$ cat config.mk
export PLATFORM = sky130hd
export DESIGN_NAME = rnn_host_responder_flat
export DESIGN_NICKNAME = d
export VERILOG_FILES = /design/src/rtl/rnn_host_responder_if.sv /design/src/rtl/rnn_host_responder.sv /design/src/flat_wrapper.sv
export SDC_FILE = /design/constraint.sdc
export NUM_CORES = 1
export LEC_CHECK = 0
export CAP_MARGIN = 20
export CORE_AREA = 2 2 195 245
export CTS_CLUSTER_DIAMETER = 50
export DETAILED_ROUTE_END_ITERATION = 6
export DIE_AREA = 0 0 197 247
export HOLD_SLACK_MARGIN = 0.06
export PLACE_DENSITY_LB_ADDON = 0.3
export SETUP_SLACK_MARGIN = 0.4
export SYNTH_ARGS = -nofsm -noshare
export SYNTH_HDL_FRONTEND = slang
export SYNTH_SLANG_ARGS = --single-unit
$ cat constraint.sdc
create_clock -name clk -period 3.5 [get_ports clk]
set_input_delay 1.05 -clock clk [delete_from_list [all_inputs] [get_ports clk]]
set_output_delay 1.05 -clock clk [all_outputs]
set_load 0.05 [all_outputs]
$ cat src/rtl/rnn_host_responder_if.sv
// Engine-side memory/stream bus between the RNN engine and its host responder.
interface rnn_host_responder_if;
  logic        busy;
  logic        i_en;
  logic        mce;
  logic [16:0] maddr;
  logic [2:0]  msel;
  logic [19:0] mdata_w;
  logic        ready;
  logic [31:0] idata;
  logic [19:0] mdata_r;

  modport master (
    output busy, i_en, mce, maddr, msel, mdata_w,
    input  ready, idata, mdata_r
  );

  modport slave (
    input  busy, i_en, mce, maddr, msel, mdata_w,
    output ready, idata, mdata_r
  );
endinterface

$ cat src/rtl/rnn_host_responder.sv
// Host-side responder for the RNN engine: launches runs, feeds input vectors,
// serves weight-store reads and collects hidden-state writes into an output stream.
module rnn_host_responder #(
  parameter int unsigned IN_DEPTH  = 4,
  parameter int unsigned OUT_DEPTH = 8,
  parameter int unsigned WX_BASE   = 0,
  parameter int unsigned BX_BASE   = 2048,
  parameter int unsigned WH_BASE   = 4096,
  parameter int unsigned BH_BASE   = 8192
) (
  input  logic        clk,
  input  logic        reset,
  input  logic        start,
  input  logic [19:0] cfg_tcount,
  input  logic        x_valid,
  output logic        x_ready,
  input  logic [31:0] x_data,
  output logic        h_valid,
  input  logic        h_ready,
  output logic [19:0] h_data,
  output logic [10:0] h_tidx,
  output logic [5:0]  h_hidx,
  output logic        done,
  output logic        err_ovf,
  output logic        err_unf,
  output logic [13:0] ext_addr,
  input  logic [19:0] ext_rdata,
  rnn_host_responder_if.slave eng
);

  localparam int unsigned IN_AW  = $clog2(IN_DEPTH);
  localparam int unsigned OUT_AW = $clog2(OUT_DEPTH);

  typedef enum logic [1:0] {S_IDLE, S_ARM, S_RUN, S_DONE} state_t;

  typedef struct packed {
    logic [19:0] data;
    logic [10:0] tidx;
    logic [5:0]  hidx;
  } h_word_t;

  state_t      state;
  logic [19:0] tcount_q;
  logic [20:0] budget_q;
  logic        ready_q;
  logic        done_q;
  logic [31:0] idata_q;
  logic        err_ovf_q;
  logic        err_unf_q;

  logic [31:0]     in_mem [IN_DEPTH];
  logic [IN_AW-1:0] in_rd, in_wr;
  logic [IN_AW:0]   in_cnt;

  h_word_t          out_mem [OUT_DEPTH];
  logic [OUT_AW-1:0] out_rd, out_wr;
  logic [OUT_AW:0]   out_cnt;

  logic        in_empty, in_full, x_push, pop_req, pop_cycle, in_pop;
  logic        out_empty, out_full, wr_req, out_push, out_pop;
  logic [19:0] mdata_r_c;

  assign in_empty  = (in_cnt == '0);
  assign in_full   = (in_cnt == (IN_AW+1)'(IN_DEPTH));
  assign x_push    = x_valid && !in_full;
  assign pop_req   = ((state == S_ARM) || (state == S_RUN)) && eng.i_en;
  assign pop_cycle = pop_req && (budget_q != '0);
  assign in_pop    = pop_cycle && !in_empty;

  assign out_empty = (out_cnt == '0);
  assign out_full  = (out_cnt == (OUT_AW+1)'(OUT_DEPTH));
  assign wr_req    = eng.mce && (eng.msel == 3'b101);
  // a pop in the same cycle does not make room for a push into a full FIFO
  assign out_push  = wr_req && !out_full;
  assign out_pop   = !out_empty && h_ready;

  // Zero-latency read decode into the flat weight store
  always_comb begin
    ext_addr  = '0;
    mdata_r_c = '0;
    case (eng.msel)
      3'b000:  ext_addr = 14'(WX_BASE) + 14'(eng.maddr[10:0]);
      3'b001:  ext_addr = 14'(BX_BASE) + 14'(eng.maddr[5:0]);
      3'b010:  ext_addr = 14'(WH_BASE) + 14'(eng.maddr[11:0]);
      3'b011:  ext_addr = 14'(BH_BASE) + 14'(eng.maddr[5:0]);
      3'b100:  mdata_r_c = tcount_q;
      default: ;
    endcase
    if (!eng.msel[2]) mdata_r_c = ext_rdata;
  end

  // Run control, pop budget and sticky error flags
  always_ff @(posedge clk) begin
    if (reset) begin
      state     <= S_IDLE;
      ready_q   <= 1'b0;
      done_q    <= 1'b0;
      tcount_q  <= '0;
      budget_q  <= '0;
      idata_q   <= '0;
      err_ovf_q <= 1'b0;
      err_unf_q <= 1'b0;
    end else begin
      done_q <= 1'b0;
      case (state)
        S_IDLE: if (start && !in_empty) begin
          state    <= S_ARM;
          ready_q  <= 1'b1;
          tcount_q <= cfg_tcount;
          budget_q <= 21'(cfg_tcount) + 21'd1;
        end
        S_ARM: if (eng.busy) begin
          state   <= S_RUN;
          ready_q <= 1'b0;
        end
        S_RUN: if (!eng.busy) begin
          state  <= S_DONE;
          done_q <= 1'b1;
        end
        default: state <= S_IDLE;
      endcase
      if (pop_cycle) budget_q <= budget_q - 21'd1;
      // an empty FIFO or an exhausted budget both present zero to the engine
      if (pop_req) idata_q <= in_pop ? in_mem[in_rd] : '0;
      if (pop_cycle && in_empty) err_unf_q <= 1'b1;
      if (wr_req && out_full) err_ovf_q <= 1'b1;
    end
  end

  // Input vector FIFO storage
  always_ff @(posedge clk) begin
    if (x_push) in_mem[in_wr] <= x_data;
  end

  // Input vector FIFO pointers and occupancy
  always_ff @(posedge clk) begin
    if (reset) begin
      in_rd  <= '0;
      in_wr  <= '0;
      in_cnt <= '0;
    end else begin
      if (x_push) in_wr <= in_wr + IN_AW'(1);
      if (in_pop) in_rd <= in_rd + IN_AW'(1);
      case ({x_push, in_pop})
        2'b10:   in_cnt <= in_cnt + (IN_AW+1)'(1);
        2'b01:   in_cnt <= in_cnt - (IN_AW+1)'(1);
        default: ;
      endcase
    end
  end

  // Hidden-state output FIFO; storage is cleared so the head reads zero after reset
  always_ff @(posedge clk) begin
    if (reset) begin
      out_rd  <= '0;
      out_wr  <= '0;
      out_cnt <= '0;
      for (int i = 0; i < int'(OUT_DEPTH); i++) out_mem[i] <= '0;
    end else begin
      if (out_push) begin
        out_mem[out_wr] <= '{data: eng.mdata_w, tidx: eng.maddr[16:6], hidx: eng.maddr[5:0]};
        out_wr          <= out_wr + OUT_AW'(1);
      end
      if (out_pop) out_rd <= out_rd + OUT_AW'(1);
      case ({out_push, out_pop})
        2'b10:   out_cnt <= out_cnt + (OUT_AW+1)'(1);
        2'b01:   out_cnt <= out_cnt - (OUT_AW+1)'(1);
        default: ;
      endcase
    end
  end

  assign x_ready     = !in_full;
  assign h_valid     = !out_empty;
  assign h_data      = out_mem[out_rd].data;
  assign h_tidx      = out_mem[out_rd].tidx;
  assign h_hidx      = out_mem[out_rd].hidx;
  assign done        = done_q;
  assign err_ovf     = err_ovf_q;
  assign err_unf     = err_unf_q;
  assign eng.ready   = ready_q;
  assign eng.idata   = idata_q;
  assign eng.mdata_r = mdata_r_c;

endmodule

$ cat src/flat_wrapper.sv
// flat-port wrapper written by rule: the top's interface ports become plain ports
module rnn_host_responder_flat 
#(
  parameter int unsigned IN_DEPTH  = 4,
  parameter int unsigned OUT_DEPTH = 8,
  parameter int unsigned WX_BASE   = 0,
  parameter int unsigned BX_BASE   = 2048,
  parameter int unsigned WH_BASE   = 4096,
  parameter int unsigned BH_BASE   = 8192
)
  (clk, reset, start, cfg_tcount, x_valid, x_ready, x_data, h_valid, h_ready, h_data, h_tidx, h_hidx, done, err_ovf, err_unf, ext_addr, ext_rdata, eng_busy, eng_i_en, eng_mce, eng_maddr, eng_msel, eng_mdata_w, eng_ready, eng_idata, eng_mdata_r);
  rnn_host_responder_if eng_i ();
  input  logic clk;
  input  logic reset;
  input  logic start;
  input  logic [19:0] cfg_tcount;
  input  logic x_valid;
  output logic x_ready;
  input  logic [31:0] x_data;
  output logic h_valid;
  input  logic h_ready;
  output logic [19:0] h_data;
  output logic [10:0] h_tidx;
  output logic [5:0] h_hidx;
  output logic done;
  output logic err_ovf;
  output logic err_unf;
  output logic [13:0] ext_addr;
  input  logic [19:0] ext_rdata;
  input wire logic [$bits(eng_i.busy)-1:0] eng_busy;
  input wire logic [$bits(eng_i.i_en)-1:0] eng_i_en;
  input wire logic [$bits(eng_i.mce)-1:0] eng_mce;
  input wire logic [$bits(eng_i.maddr)-1:0] eng_maddr;
  input wire logic [$bits(eng_i.msel)-1:0] eng_msel;
  input wire logic [$bits(eng_i.mdata_w)-1:0] eng_mdata_w;
  output wire logic [$bits(eng_i.ready)-1:0] eng_ready;
  output wire logic [$bits(eng_i.idata)-1:0] eng_idata;
  output wire logic [$bits(eng_i.mdata_r)-1:0] eng_mdata_r;
  assign eng_i.busy = eng_busy;
  assign eng_i.i_en = eng_i_en;
  assign eng_i.mce = eng_mce;
  assign eng_i.maddr = eng_maddr;
  assign eng_i.msel = eng_msel;
  assign eng_i.mdata_w = eng_mdata_w;
  assign eng_ready = eng_i.ready;
  assign eng_idata = eng_i.idata;
  assign eng_mdata_r = eng_i.mdata_r;
  rnn_host_responder #(.IN_DEPTH(IN_DEPTH), .OUT_DEPTH(OUT_DEPTH), .WX_BASE(WX_BASE), .BX_BASE(BX_BASE), .WH_BASE(WH_BASE), .BH_BASE(BH_BASE)) u_core (.clk(clk), .reset(reset), .start(start), .cfg_tcount(cfg_tcount), .x_valid(x_valid), .x_ready(x_ready), .x_data(x_data), .h_valid(h_valid), .h_ready(h_ready), .h_data(h_data), .h_tidx(h_tidx), .h_hidx(h_hidx), .done(done), .err_ovf(err_ovf), .err_unf(err_unf), .ext_addr(ext_addr), .ext_rdata(ext_rdata), .eng(eng_i));
endmodule
# == After elaboration in Yosys (flattened, before gate mapping) ==
# Memory sizes are Yosys's and may differ from the RTL's. A register that Yosys moved wholly into a read port is not among the register bits.
# Cells that the tools add are included.
# word_totals
regBits,96
latchBits,0
mem_bits_rw,424
mem_bits_ro,0
in_bits,120
output_inout_bits,109
wordCells,108
mem_count,2
# memory_table
memory,depth,width,rd,rd_clocked_by_memory_dff,write_ports,line_no,text
u_core.out_mem,8,37,1,1,8,rnn_host_responder.sv:55,h_word_t out_mem [OUT_DEPTH];
u_core.in_mem,4,32,1,1,1,rnn_host_responder.sv:51,logic [31:0] in_mem [IN_DEPTH];
# classes
addsub,13
mul,0
div,0
n_lt_le_gt_ge,0
eq_ne,16
shift,0
mux,31
bitwise,1
n_reduce_logical,31
# ops
operator,n
21-bit two-way mux,3
14-bit case mux with 4 select lines,1
20-bit two-way mux,2
37-bit two-way mux,1
37-bit OR reduction,1
32-bit two-way mux,1
20-bit by 1-bit adder with 21-bit output (second input constant),1
21-bit nonzero test,1
21-bit by 1-bit subtractor with 21-bit output (second input constant),1
13-bit by 12-bit adder with 14-bit output (first input constant),1
14-bit by 6-bit adder with 14-bit output (first input constant),1
12-bit by 6-bit adder with 13-bit output (first input constant),1
1-bit two-way mux,11
1-bit logical AND,10
2-bit two-way mux,5
2-bit nonzero test,5
3-bit by 1-bit adder with 3-bit output (second input constant),3
3-bit == test (second input constant),3
3-bit two-way mux,3
4-bit case mux with 2 select lines,1
2-bit by 1-bit == test with 1-bit output (second input constant),3
2-bit == test (second input constant),3
3-bit by 2-bit == test with 1-bit output (second input constant),2
3-bit logical NOT,2
other kinds (19),26

# == Depth between registers and ports, before layout ==
# Gate-level depths: netlist of run 1.
# depth
word_depth,8
ltp_mapped,13
ltp_nobuf,11

# == Worst setup path after synthesis of run 1 ==
# Ideal clock, no wire load.
# synth_timing
path_kind,input port to output port
startpoint,input eng_msel[2]
endpoint,output eng_mdata_r[11]
arrival_ns,2.529
slack_ns,-0.079
stages,3
path_buffers,2
cell_sequence,clkbuf_1 -> clkbuf_1 -> o21ai_0
# synth_via
elab_chain_cells,3
# synth_lines
element,line_no,text
from (decl),flat_wrapper.sv:34,input wire logic [$bits(eng_i.msel)-1:0] eng_msel;
3-bit == test,rnn_host_responder.sv:81,case (eng.msel)
20-bit two-way mux,rnn_host_responder.sv:81,
20-bit two-way mux (*),rnn_host_responder.sv:89,if (!eng.msel[2]) mdata_r_c = ext_rdata;
to (decl),flat_wrapper.sv:38,output wire logic [$bits(eng_i.mdata_r)-1:0] eng_mdata_r;
# Every way passes the cells marked *; elsewhere a longest branch is shown, timed or not.

==> results of run 1 <==
kinds of logic (layout without fill, tap and decap cells):
logic type	Yosys count	count (layout)	share of synthesized area [%]
AO/OA/AOI/OAI	155	155	4.39
flip-flops	525	525	64.1
multiplexers	146	146	12.3
XOR/XNOR	26	26	0.989
AND/OR/NAND/NOR	602	602	14.5
adder cells (fa/ha/maj)	18	18	1.04
other	0	1	0
buffers and inverters	138	484	2.63
worst min-delay path: cells and delay by family (launching register included):
kind	cells	cell delay (ns)
flops	1	0.33
compound gates	1	0.05
simple gates	1	0.06
worst max path at each step:
stage	from	endpoint	slack, ns	cells after the start
floorplan	eng_msel[2]	eng_mdata_r[11]	0.26	3
global placement	eng_msel[1]	u_core.out_mem[3][13]$_SDFFCE_PN0P_	-0.12	8
detailed placement	eng_msel[0]	u_core.out_mem[3][19]$_SDFFCE_PN0P_	-0.16	8
CTS	flop	h_tidx[8]	0.08	6
global route	flop	h_tidx[8]	0.07	6
finish	flop	h_tidx[5]	0.13	6
power by group through the flow:
| stage | Sequential (µW) | Combinational [µW] | Clock (µW) |
|---|---|---|---|
| floorplan | 7640 | 2370 | 0 |
| global placement | 7590 | 3590 | 0 |
| detailed placement | 7620 | 3660 | 0 |
| CTS | 7480 | 3950 | 5770 |
| global route | 7540 | 4370 | 6010 |
| finish | 7490 | 4030 | 5650 |
stage by stage:
step / instances / setup WS [ns]
final: 2548 / 0.131
after global routing: 2548 / 0.0683
after CTS: 2541 / 0.0842
after detailed placement: 2415 / -0.159
after global placement: 2415 / -0.120
after floorplan: 1610 / 0.259
registers in the layout, summed over array words and instances, names as in the netlist, 2 cells and up, named ones only:
register          count
u_core.out_rd         3
u_core.budget_q      21
u_core.out_wr         3
u_core.out_cnt        4
u_core.in_cnt         3
u_core.in_rd          2
u_core.in_mem       128
u_core.state          2
u_core.out_mem      296
u_core.tcount_q      20
u_core.eng.idata     32
u_core.in_wr          2
metal layers:
layer  share of wire, %  global-route usage (%)  wire length, µm
met1                 38                    28.3            21600
met2                 54                    42.6            30300
met3                5.4                    4.28             3020
met4                2.5                    7.25             1440
met5              0.057                       0               32
timing repair:
| action | in CTS | in global routing |
|---|---|---|
| cloned | 6 | 3 |
| pin swaps | 7 | 11 |
| resized for setup | 143 | 63 |
| buffers inserted | 19 | 3 |
| endpoints found under the setup margin | 69 | 64 |
placed cells by master, fill, tap and decap left out, drive strengths merged, types with 4 or more instances in the layout:
cell type / Yosys / layout
a211oi: 7 / 7
a21oi: 39 / 39
a22oi: 32 / 32
a31oi: 15 / 15
and2: 307 / 307
and3: 7 / 7
buf: 35 / 190
clkbuf: 66 / 75
clkdlybuf4s50: 0 / 148
clkinv: 0 / 17
dfxtp: 101 / 101
dlygate4sd2: 0 / 4
edfxtp: 424 / 424
ha: 16 / 16
inv: 37 / 44
mux2: 38 / 38
mux4: 106 / 106
nand2: 90 / 90
nand3: 29 / 29
nand4: 9 / 9
nor2: 80 / 80
nor2b: 10 / 10
nor3: 18 / 18
nor3b: 6 / 6
nor4: 12 / 12
o211ai: 5 / 5
o21ai: 31 / 31
or2: 10 / 10
or3: 9 / 9
xnor2: 10 / 10
xor2: 16 / 16
area by class of cell:
cell class,count,area (µm²)
antenna,1,2.50
sequential,525,14800
clock inverter,30,273
tap,591,739
fill,3388,16700
timing repair buffer,346,4270
inverter,37,139
multi-input combinational,947,8220
clock buffer,71,1490
==> flow_summary.ini, run 1 <==
[floorplanning]
initial_core_util_pct = 49.4
io_pins = 229
coreArea_mm2 = 0.0465
rows = 89
dieWidth_um = 197
fp.dieH_um = 247
dieArea_mm2 = 0.0487

[sta]
hold_ws_ns = 0.492
max_freq_mhz = 297
report.final.slew_viol_count = 0
rsz0062_at_grt = yes
hold_viol_final = 0
setup_tns_ns = 0
fin_worst_skew_ns = 0.0181
worst_pin_slew_ns = 1.07
min_period_ns = 3.37
final-setup-viol-count = 0
final.period_utilization_pct = 96.3
relSlewSlack_pct = 28.7

[clock_network]
cts_tree = yes
root_buffer = clkbuf_16
clk_transition_reported_paths_ns = 0.06
clock_sinks = 525
htreeDepth = 2
hold_buffers = 0
worstSkewPairLatency_ns = 0.60
clockBufferDepth = 3
numCtsBuffers = 54

[power]
pwr-share-seq_pct = 43.6
p_int_uw = 12100
irDropWorstVdd_uv = 548
p_clk_share_pct = 32.9
pwr-share-comb_pct = 23.5
p_leak_uw = 0.0110
power_uw = 17200
netSwitchingPower_uw = 5030
power_density_mw_per_mm2 = 575
swShare_pct = 29.3

[synthesis]
synth_fp_nets = 1748
synth_cell_type_count = 64
yosysTopAreaCell = edfxtp_1
syn-cell-area_mm2 = 0.0230
synth_common_cells = edfxtp_1, and2_1, mux4_2
ys_seq_area_share_pct = 64.1
synth_async_sr_flop_share_pct = 0
yosys_warnings = 0
yosysMostFrequentCell = edfxtp_1
syn_avg_cell_area_um2 = 14.3
synth_ff_type = edfxtp_1
yosysTopAreaCellShare_pct = 55.3
synth_cells = 1610
synth_seq_cells = 525
yosys-top-cells-area = edfxtp_1, mux4_2, dfxtp_1
synth_edf_count = 424

[setup_path]
worst_ep_arrival_time_ns = 2.32
rr_endpoint = u_core.budget_q[19]$_SDFFE_PP0P_
cp_max_fo = 5
critPathSlowestCell = mux4_2
critPathTopFamily = multiplexers
critPathKind = reg -> out
cp-start-kind = flop
max_stage_delay_ns = 0.48
cpMostUsedCell = buf_12
worstSetupEndpointType = primary output
rr_worst_depth = 7
crit_chain = buf_12 > buf_12 > clkbuf_16 > mux4_2 > mux2_4 > buf_6
timing.rr.start = u_core.budget_q[0]$_SDFFE_PP0P_
rrSetupSlack_ns = 0.75
path_buf_inv = 4
cp.required_ns = 2.45

[global_route]
grt_max_degree = 62
grt_overflow = 0
grt_antenna_before_repair = 4
gr-usage-all-layers_pct = 23.4
grt_pass1_vias = 15080
grt_pass1_wl_mm = 86.5

[place]
dpl_cell_area_mm2 = 0.0269
place.gp.congestion = 0.840
io_buffers = 228
hpwl_mm = 35.1

[drt]
viasPerCell = 5.63
drc = 0
drtPass1Iterations = 5
first_iter_violations = 918
via_count = 14346
antenna_left = 0
totalWireLength_mm = 56.4
wire_per_inst_um = 22.1

[finish]
drive_above_1_share_pct = 25.1
nNetsFinal = 2049
synthToLayoutAreaGrowth_pct = 29.9
post-route-util_pct = 64.2
fin_area_mm2 = 0.0299

[worst_hold_path]
hold_class = reg -> reg
min_to = u_core.tcount_q[5]$_SDFFE_PP0P_
hold_depth = 2
min_from = u_core.tcount_q[5]$_SDFFE_PP0P_

[job]
cap_violations = 0

[run_status]
outcome = complete, no violations
Power figures use the tool's default switching activity.
==> run 2: changes to the inputs <==
- PLACE_DENSITY: default -> 0.83
- PLACE_DENSITY_LB_ADDON: 0.3 -> default
- RECOVER_POWER: default -> 100
==> flow_summary.ini, run 2 (synthesis results as in run 1) <==
[power]
irDropWorstVdd_uv = 622
p_leak_uw = 0.0106
power_uw = 17100
power_density_mw_per_mm2 = 592

[setup_path]
worst_ep_arrival_time_ns = 2.37
crit_chain = buf_12 > buf_6 > mux4_2 > mux2_4 > buf_4
cp_max_fo = 6
cp.required_ns = 2.45
worstSetupEndpointType = primary output
critPathSlowestCell = mux4_2
max_stage_delay_ns = 0.52
critPathKind = reg -> out
timing.rr.start = u_core.budget_q[0]$_SDFFE_PP0P_
cp-start-kind = flop

[sta]
hold_ws_ns = 0.479
rsz0062_at_grt = yes
relSlewSlack_pct = 3.93
worst_pin_slew_ns = 1.44
hold_viol_final = 0
final.period_utilization_pct = 97.8
report.final.slew_viol_count = 0
max_freq_mhz = 292
min_period_ns = 3.42
fin_worst_skew_ns = 0.0463
final-setup-viol-count = 0

[job]
cap_violations = 0

[floorplanning]
dieWidth_um = 197
initial_core_util_pct = 49.4
dieArea_mm2 = 0.0487
rows = 89
fp.dieH_um = 247
io_pins = 229
coreArea_mm2 = 0.0465

[place]
place.gp.congestion = 0.833
io_buffers = 228
hpwl_mm = 34.2

[drt]
wire_per_inst_um = 23.3
via_count = 14891
drtPass1Iterations = 7
totalWireLength_mm = 59.0
first_iter_violations = 1275
antenna_left = 0
viasPerCell = 5.88
drc = 0

[clock_network]
root_buffer = clkbuf_16
htreeDepth = 2
clk_transition_reported_paths_ns = 0.07
clock_sinks = 525
numCtsBuffers = 53
worstSkewPairLatency_ns = 0.62
cts_tree = yes
hold_buffers = 0
clockBufferDepth = 3

[worst_hold_path]
hold_class = reg -> reg
min_from = u_core.err_ovf$_SDFFE_PP0P_

[global_route]
gr-usage-all-layers_pct = 23.8
grt_pass1_vias = 15293
grt_antenna_before_repair = 7
grt_pass1_wl_mm = 87.7
grt_overflow = 0
grt_max_degree = 67

[finish]
nNetsFinal = 2029
drive_above_1_share_pct = 23.2
largest_register = u_core.out_mem
synthToLayoutAreaGrowth_pct = 25.4
largest_reg_flops = 296
layout_commonest_cell = edfxtp_1
final_cell_mix = edfxtp_1, and2_1, and2_0, mux4_2, dfxtp_1

[run_status]
outcome = complete, no violations
-- run 2: power breakdown --
part           switching [µW]  internal, µW  leakage (µW)  total (µW)
clock                    2510          3280      0.000874        5790
sequential                312          7180       0.00507        7490
combinational            2280          1520       0.00469        3800
total                    5100         12000        0.0106       17100
-- run 2: critical path, delay by kind of cell, from the launching register on --
kind	cells	cell delay, ns
DFF	1	0.40
buffers and inverters	3	0.56
muxes	2	0.79
-- run 2: timing repair --
item / 4_1_cts / 5_1_grt
setup buffers: 11 / 1
setup endpoints to repair: 71 / 64
resized for setup: 120 / 82
endpoints found under the hold margin: 0 / 0
cloned: 10 / 3
pin swaps: 7 / 12
-- run 2: worst paths after layout --
kind,slack [ns],depth (start not counted),end
min,0.48,2,u_core.err_ovf$_SDFFE_PP0P_
min reg2reg,0.48,2,u_core.err_ovf$_SDFFE_PP0P_
max,0.08,5,h_data[11]
max reg2reg,0.52,11,u_core.in_cnt[2]$_SDFFE_PP0P_
-- run 2: metrics by stage --
step	instances	cell area [µm²]	setup TNS, ns	worst slack [ns]	util, %
final	2531	28900	0	0.0779	62.0
after global routing	2528	28800	0	0.0193	62.0
after CTS	2522	29300	0	0.0641	62.9
after detailed placement	2402	26700	-12.04	-0.113	57.4
after global placement	2402	26700	-3.28	-0.0517	57.4
after floorplan	1610	23100	0	0.259	-
-- run 2: area by class of cell --
cell class              count  area, µm²
diodes                      5       12.5
clock buffers              66       1410
clock inverters            33        389
fillers                  3245      17700
inverters                  37        139
multi-input cells         947       8150
flip-flops and latches    525      14800
well taps                 591        739
repair buffers            327       3250
-- run 2: metal layers --
layer	routed length, µm	up-vias	track usage, %
met5	47	-	0
met2	31900	734	43.9
met3	5000	126	5.62
li1	-	6541	-
met1	20300	7484	27.4
met4	1790	6	6.77
